$ cat config.mk
export PLATFORM = sky130hd
export DESIGN_NAME = step_sequencer
export DESIGN_NICKNAME = d
export VERILOG_FILES = /design/src/rtl/step_sequencer.sv
export SDC_FILE = /design/constraint.sdc
export NUM_CORES = 1
export LEC_CHECK = 0
export CAP_MARGIN = 10
export CORE_MARGIN = 2
export CORE_UTILIZATION = 48
export DETAILED_ROUTE_END_ITERATION = 8
export PLACE_DENSITY_LB_ADDON = 0.1
export SLEW_MARGIN = 20
export SYNTH_ARGS = -nofsm -noshare
export SYNTH_HDL_FRONTEND = slang
export SYNTH_SLANG_ARGS = --single-unit
$ cat constraint.sdc
create_clock -name clk -period 1.92 [get_ports clk]
set_input_delay 0.288 -clock clk [delete_from_list [all_inputs] [get_ports clk]]
set_output_delay 0.288 -clock clk [all_outputs]
set_load 0.005 [all_outputs]
$ cat src/rtl/step_sequencer.sv
// Step-code sequencer for the datapath control decoder: walks c from 0 to LAST_STEP,
// holding each step DWELL cycles (stretched by stall), with abort, busy and pulse outputs.
module step_sequencer #(
   parameter logic [2:0] LAST_STEP = 3'd7,
   parameter int         DWELL     = 1,
   parameter int         CNT_W     = 4
) (
   input  logic       clk,
   input  logic       rst_n,
   input  logic       start,
   input  logic       stall,
   input  logic       abort,
   output logic [2:0] c,
   output logic       DONE,
   output logic       busy,
   output logic       step_strobe,
   output logic       done_pulse
);

   localparam logic [CNT_W-1:0] DWELL_LAST = CNT_W'(DWELL - 1);

   typedef enum logic [1:0] {IDLE, RUN, FIN} state_t;

   state_t           state, state_nx;
   logic [CNT_W-1:0] cnt, cnt_nx;
   logic [2:0]       c_nx;
   logic             strobe_nx, pulse_nx;

   always_comb begin
      state_nx  = state;
      c_nx      = c;
      cnt_nx    = cnt;
      strobe_nx = 1'b0;
      pulse_nx  = 1'b0;
      case (state)
         IDLE: begin
            c_nx   = 3'd0;
            cnt_nx = '0;
            if (start && !abort) begin
               state_nx  = RUN;
               strobe_nx = 1'b1;
            end
         end
         RUN: begin
            // abort has priority over stall; a stalled cycle changes nothing
            if (abort) begin
               state_nx = IDLE;
               c_nx     = 3'd0;
               cnt_nx   = '0;
            end else if (!stall) begin
               if (cnt != DWELL_LAST) begin
                  cnt_nx = cnt + 1'b1;
               end else if (c != LAST_STEP) begin
                  c_nx      = c + 3'd1;
                  cnt_nx    = '0;
                  strobe_nx = 1'b1;
               end else begin
                  state_nx = FIN;
                  cnt_nx   = '0;
                  pulse_nx = 1'b1;
               end
            end
         end
         FIN: begin
            state_nx = IDLE;
            c_nx     = 3'd0;
         end
         default: begin
            state_nx = IDLE;
            c_nx     = 3'd0;
            cnt_nx   = '0;
         end
      endcase
   end

   // DONE and busy are registered from the next state so they move on the same edge as c
   always_ff @(posedge clk) begin
      if (!rst_n) begin
         state       <= IDLE;
         c           <= 3'd0;
         cnt         <= '0;
         DONE        <= 1'b1;
         busy        <= 1'b0;
         step_strobe <= 1'b0;
         done_pulse  <= 1'b0;
      end else begin
         state       <= state_nx;
         c           <= c_nx;
         cnt         <= cnt_nx;
         DONE        <= (state_nx != RUN);
         busy        <= (state_nx == RUN);
         step_strobe <= strobe_nx;
         done_pulse  <= pulse_nx;
      end
   end

endmodule

==> impl_metrics.env, run 1 <==
export IMPL_outcome="complete, no violations"
export IMPL_use_met3_pct=6.667
export IMPL_cts_resized=0
export IMPL_synthMuxAreaShare_pct=0
export IMPL_r2r_slack_ns=0.23
export IMPL_cp_top_family="simple AND/OR/NAND/NOR gates"
export IMPL_die_x_um=40.25
export IMPL_clockRootBuffer="clkbuf_4"
export IMPL_r2r_end="c[0]$_SDFFE_PP0P_"
export IMPL_synth_compound_area_share_pct=16.47
export IMPL_r2r_start="cnt[0]$_SDFFE_PN0P_"
export IMPL_setup_viol=0
export IMPL_min_from="cnt[0]$_SDFFE_PN0P_"
export IMPL_final_setup_tns_ns=0
export IMPL_crit_chain="inv_1 -> ha_1 -> or4b_1 -> or3_1 -> a21boi_1"
export IMPL_leakage_uw=0.0003114
export IMPL_gp_congestion=0.7368
export IMPL_drt_total_wl_um=1106
export IMPL_numCtsBuffers=3
export IMPL_max_freq_mhz=592.6
export IMPL_hpwl_um=847.6
export IMPL_clk_pin_slew_ns=0.08
export IMPL_first_pass_iters=4
export IMPL_hold_viol_final=0
export IMPL_syn_to_final_growth_pct=26.19
export IMPL_path_buf_inv=1
export IMPL_fin_worst_skew_ns=0.005714
export IMPL_drtAntennaViolNets=0
export IMPL_rsz0062_at_grt="false"
export IMPL_ys_seq_area_share_pct=41.27
export IMPL_min_period_ns=1.687
export IMPL_synth_cells=68
export IMPL_core_area_um2=1269
export IMPL_cp_slowest_cell="or4b_1"
export IMPL_arrival_ns=1.89
export IMPL_cts_htree_levels=1
export IMPL_hold_buffers=0
export IMPL_post_dp_cell_area_um2=769.5
export IMPL_critical_path_class="reg2reg"
export IMPL_cpPeakStageDelay_ns=0.54
export IMPL_core_rowCount=13
export IMPL_grt_use_met2_pct=24.19
export IMPL_async_flop_share_pct=0
export IMPL_vias=514
export IMPL_synth_simple_gate_area_share_pct=30.56
export IMPL_clk_path_buf_depth=2
export IMPL_synth_fa_ha_area_share_pct=7.937
export IMPL_grt_util_met1_pct=24.74
export IMPL_drive_above_1_share_pct=10.84
export IMPL_busiest_layer="met1"
export IMPL_grt_max_degree=11
export IMPL_relSlewSlack_pct=81.70
export IMPL_antenna_found_initial=0
export IMPL_ios=12
export IMPL_final_cell_mix="13 x dfxtp_1, 11 x clkdlybuf4s50_1, 8 x nand2_1"
export IMPL_insertion_delay_ns=0.27
export IMPL_synth_cell_types=32
export IMPL_synth_fp_nets=77
export IMPL_hold_path_end="cnt[0]$_SDFFE_PN0P_"
export IMPL_final_common_cell="dfxtp_1"
export IMPL_grt_usage_pct=18.42
export IMPL_syn_cell_area_um2=630.6
export IMPL_first_global_vias=434
export IMPL_synth_xor_area_share_pct=0
export IMPL_end_kind="register"
export IMPL_ys_ff_latch=13
export IMPL_cts_tree="built"
export IMPL_syn_area_per_cell_um2=9.274
export IMPL_io_buffers=11
export IMPL_first_iter_violations=7
export IMPL_crit_fanout=6
export IMPL_wl_per_cell_um=11.29
export IMPL_ys_warn_count=0
export IMPL_clock_sinks=13
export IMPL_crit_path_start_kind="register"
export IMPL_grt_pass1_wl_um=1869
export IMPL_peakVddDrop_mv=0.2387
export IMPL_p_total_uw=488.0
export IMPL_crit_required_ns=2.12
export IMPL_post_route_period_util_pct=87.88
export IMPL_initial_utilization_pct=49.70
export IMPL_final_area_um2=795.8
export IMPL_cap_viol_max_count=0
export IMPL_p_per_area_nw_per_um2=613.2
export IMPL_fp_dieH_um=40.25
export IMPL_hp_class="reg2reg"
export IMPL_dieArea_um2=1620
export IMPL_nets=93
export IMPL_grt_overflow_total=0
export IMPL_worst_pin_slew_ns=0.2744
export IMPL_synth_top_family_by_area="simple AND/OR/NAND/NOR gates"
export IMPL_hold_depth=2
export IMPL_viasPerCell=5.245
export IMPL_rr_worst_depth=5
export IMPL_cts_setup_buffers=0
export IMPL_synth_edf_count=0
export IMPL_drv_slew=0
export IMPL_drc=0
export IMPL_ys_flop_type="dfxtp_1"
export IMPL_diodes=0
[per-layer routing]
layer | routed length, um | vias to the layer above
li1 | - | 280
met1 | 573 | 226
met2 | 483 | 6
met3 | 31 | 2
met4 | 18 | 0
met5 | 0 | -
[report_power, final]
group	switching, uW	total [uW]	internal (uW)
Clock	90.3	171	80.5
Sequential	2.31	276	274
Combinational	17.4	41.3	23.9
Total	110	488	378
[per-stage QoR]
stage	util (%)	hold WS [ns]	worst slack, ns	instances
6_report	62.72	0.5047	0.2326	98
5_1_grt	62.72	0.5336	0.1158	98
4_1_cts	62.72	0.5105	0.2291	98
3_5_place_dp	60.65	0.4988	0.08128	94
3_3_place_gp	60.65	0.4953	0.1177	94
2_1_floorplan	-	0.4368	0.3432	68
[cells by family after synthesis]
kind of cell,after synthesis
AND/OR/NAND/NOR,31
AO/OA/AOI/OAI,14
flip-flops,13
adder cells (fa/ha/maj),4
buffers and inverters,6
[worst reg2reg max path, delay by kind of cell (launching register included)]
family                   cells  cell delay [ns]
AO/OA/AOI/OAI                1             0.15
flip-flops                   1             0.34
adder cells (fa/ha/maj)      1             0.17
buffers and inverters        1             0.08
AND/OR/NAND/NOR              2             0.88
[Yosys cell counts (all sizes together), types with 2 or more instances]
library cell / count / area [um2]
o211ai: 2 / 15.01
inv: 3 / 11.26
nand2: 8 / 30.03
and3: 2 / 12.51
ha: 4 / 50.05
o21ai: 2 / 10.01
nand2b: 2 / 12.51
nor2: 4 / 15.01
o31ai: 2 / 15.01
dfxtp: 13 / 260.3
nor2b: 2 / 12.51
clkbuf: 3 / 12.51
nor3b: 2 / 15.01
or3b: 2 / 17.52
a21oi: 2 / 10.01
[sequential cells by signal, indices dropped and copies added (netlist names)]
register / flops
state: 2
DONE: 1
busy: 1
done_pulse: 1
cnt: 4
step_strobe: 1
c: 3
[cell type report]
cell class / instances / area (um2)
fillers: 123 / 473.0
multi-input cells: 49 / 346.6
clock buffers: 4 / 26.28
repair buffers: 14 / 132.6
flip-flops and latches: 13 / 260.3
well taps: 15 / 18.77
inverters: 3 / 11.26
[worst max-delay path by stage]
stage	to	start	depth (start not counted)
2_1_floorplan	c[0]$_SDFFE_PP0P_	cnt[0]$_SDFFE_PN0P_	6
3_3_place_gp	c[0]$_SDFFE_PP0P_	stall	4
3_5_place_dp	c[0]$_SDFFE_PP0P_	stall	4
4_1_cts	c[0]$_SDFFE_PP0P_	cnt[0]$_SDFFE_PN0P_	5
5_1_grt	c[0]$_SDFFE_PP0P_	cnt[0]$_SDFFE_PN0P_	5
6_report	c[0]$_SDFFE_PP0P_	cnt[0]$_SDFFE_PN0P_	5
Note: power is estimated with default switching activity, not from simulation.
==> inputs of run 2 (changes only) <==
- SKIP_LAST_GASP: default -> 1
==> results of run 2 <==
The final DEF is identical to that of run 1; final timing and power are the same.
==> inputs of run 3 (changes only) <==
- HOLD_SLACK_MARGIN: default -> 0.08
- clock period: 1.92 -> 1.8 ns (I/O delays scaled with it)
==> run 3 against run 2 <==
Effect of this change: flip-flop and latch count is the same; die area is the same; clock skew shrank 0.0027 ns; global-route usage shrank 0.12 points; total power grew 6.9%; largest cell class unchanged; highest routed layer unchanged.
==> impl_metrics.env, run 3 (synthesis results as in run 1) <==
export IMPL_regArea_um2=260.3
export IMPL_cts_tree="built"
export IMPL_grt_max_degree=11
export IMPL_gp_congestion=0.7543
export IMPL_final_setup_tns_ns=0
export IMPL_end_kind="register"
export IMPL_leakage_uw=0.0003207
export IMPL_crit_required_ns=2.01
export IMPL_max_freq_mhz=604.4
export IMPL_hold_depth=2
export IMPL_final_cell_mix="13 x dfxtp_1, 11 x clkdlybuf4s50_1, 8 x nand2_1"
export IMPL_drtAntennaViolNets=0
export IMPL_diodes=0
export IMPL_viasPerCell=5.220
export IMPL_clk_path_buf_depth=2
export IMPL_multi_input_area_um2=346.6
export IMPL_top_regs="cnt: 4 flops, c: 3 flops, state: 2 flops"
export IMPL_grt_overflow_total=0
export IMPL_die_x_um=40.25
export IMPL_numCtsBuffers=3
export IMPL_hold_buffers=0
export IMPL_hold_viol_final=0
export IMPL_outcome="complete, no violations"
export IMPL_post_dp_cell_area_um2=784.5
export IMPL_post_route_period_util_pct=91.92
export IMPL_fin_worst_skew_ns=0.003056
export IMPL_largest_reg_flops=4
export IMPL_nets=95
export IMPL_vias=522
export IMPL_regMostFlops="cnt"
export IMPL_critical_path_class="reg2reg"
export IMPL_fp_dieH_um=40.25
export IMPL_hpwl_um=832.2
export IMPL_final_common_cell="dfxtp_1"
export IMPL_clk_pin_slew_ns=0.08
export IMPL_first_global_vias=446
export IMPL_wl_per_cell_um=11.16
export IMPL_insertion_delay_ns=0.27
export IMPL_drc=0
export IMPL_antenna_found_initial=0
export IMPL_ios=12
export IMPL_crit_path_start_kind="register"
export IMPL_relSlewSlack_pct=82.29
export IMPL_initial_utilization_pct=49.70
export IMPL_drv_slew=0
export IMPL_grt_pass1_wl_um=1835
export IMPL_clockRootBuffer="clkbuf_4"
export IMPL_arrival_ns=1.87
export IMPL_grt_usage_pct=18.31
export IMPL_rr_worst_depth=5
export IMPL_crit_fanout=5
export IMPL_rsz0062_at_grt="false"
export IMPL_clock_sinks=13
export IMPL_peakVddDrop_mv=0.3858
export IMPL_syn_to_final_growth_pct=28.57
export IMPL_cts_resized=0
export IMPL_worst_pin_slew_ns=0.2620
export IMPL_io_buffers=11
export IMPL_hp_class="reg2reg"
export IMPL_min_period_ns=1.655
export IMPL_cts_setup_buffers=0
export IMPL_final_area_um2=810.8
export IMPL_first_pass_iters=3
export IMPL_cap_viol_max_count=0
export IMPL_p_per_area_nw_per_um2=643.5
export IMPL_core_rowCount=13
export IMPL_core_area_um2=1269
export IMPL_cts_htree_levels=1
export IMPL_first_iter_violations=4
export IMPL_setup_viol=0
export IMPL_fillers=117
export IMPL_drt_total_wl_um=1116
export IMPL_drive_above_1_share_pct=12.94
export IMPL_dieArea_um2=1620
==> run 3: cell types whose count changed in the layout (fill, tap and decap cells not counted) <==
cell / delta
buf_4: +2
==> run 3: critical path, cell delays in order (launching register included) <==
cell	delay, ns
dfxtp_1	0.34
inv_1	0.08
ha_1	0.18
or4b_1	0.53
or3_1	0.34
a21boi_1	0.14
==> run 3: final timing paths <==
check                                    startpoint                   to  slack [ns]
worst min-delay path            cnt[0]$_SDFFE_PN0P_  cnt[0]$_SDFFE_PN0P_        0.50
worst max register to register  cnt[0]$_SDFFE_PN0P_    c[0]$_SDFFE_PP0P_        0.15
worst min register to register  cnt[0]$_SDFFE_PN0P_  cnt[0]$_SDFFE_PN0P_        0.50
worst max-delay path            cnt[0]$_SDFFE_PN0P_    c[0]$_SDFFE_PP0P_        0.15
==> run 3: routing by layer <==
layer  wire length (um)  global-route usage, %  vias to the layer above
met5                  0                      0                        -
li1                   -                      -                      284
met2                488                  25.81                        8
met1                565                  21.99                      226
met3                 38                  8.333                        4
met4                 24                  12.50                        0
==> run 3: per-stage QoR <==
stage	hold slack, ns	worst slack [ns]	utilization (%)	instances	total power, uW
final	0.5022	0.1455	63.91	100	521.8
after global routing	0.5309	0.02988	63.91	100	552.6
after CTS	0.5017	0.1374	63.91	100	531.6
after detailed placement	0.4906	0.006873	61.83	96	348.2
after global placement	0.4904	0.03356	61.83	96	347.7
after floorplan	0.4188	0.2232	-	68	320.4
==> run 3: power by group <==
group / switching, uW / internal [uW]
Combinational: 19.0 / 28.2
Sequential: 2.57 / 292
Clock: 94.3 / 85.9
==> run 3: final cells by class <==
type	instances	area share, %
Clock buffer	4	3.241
Inverter	3	1.389
Multi-Input combinational cell	49	42.75
Sequential cell	13	32.10
Tap cell	15	2.315
Timing Repair Buffer	16	18.21
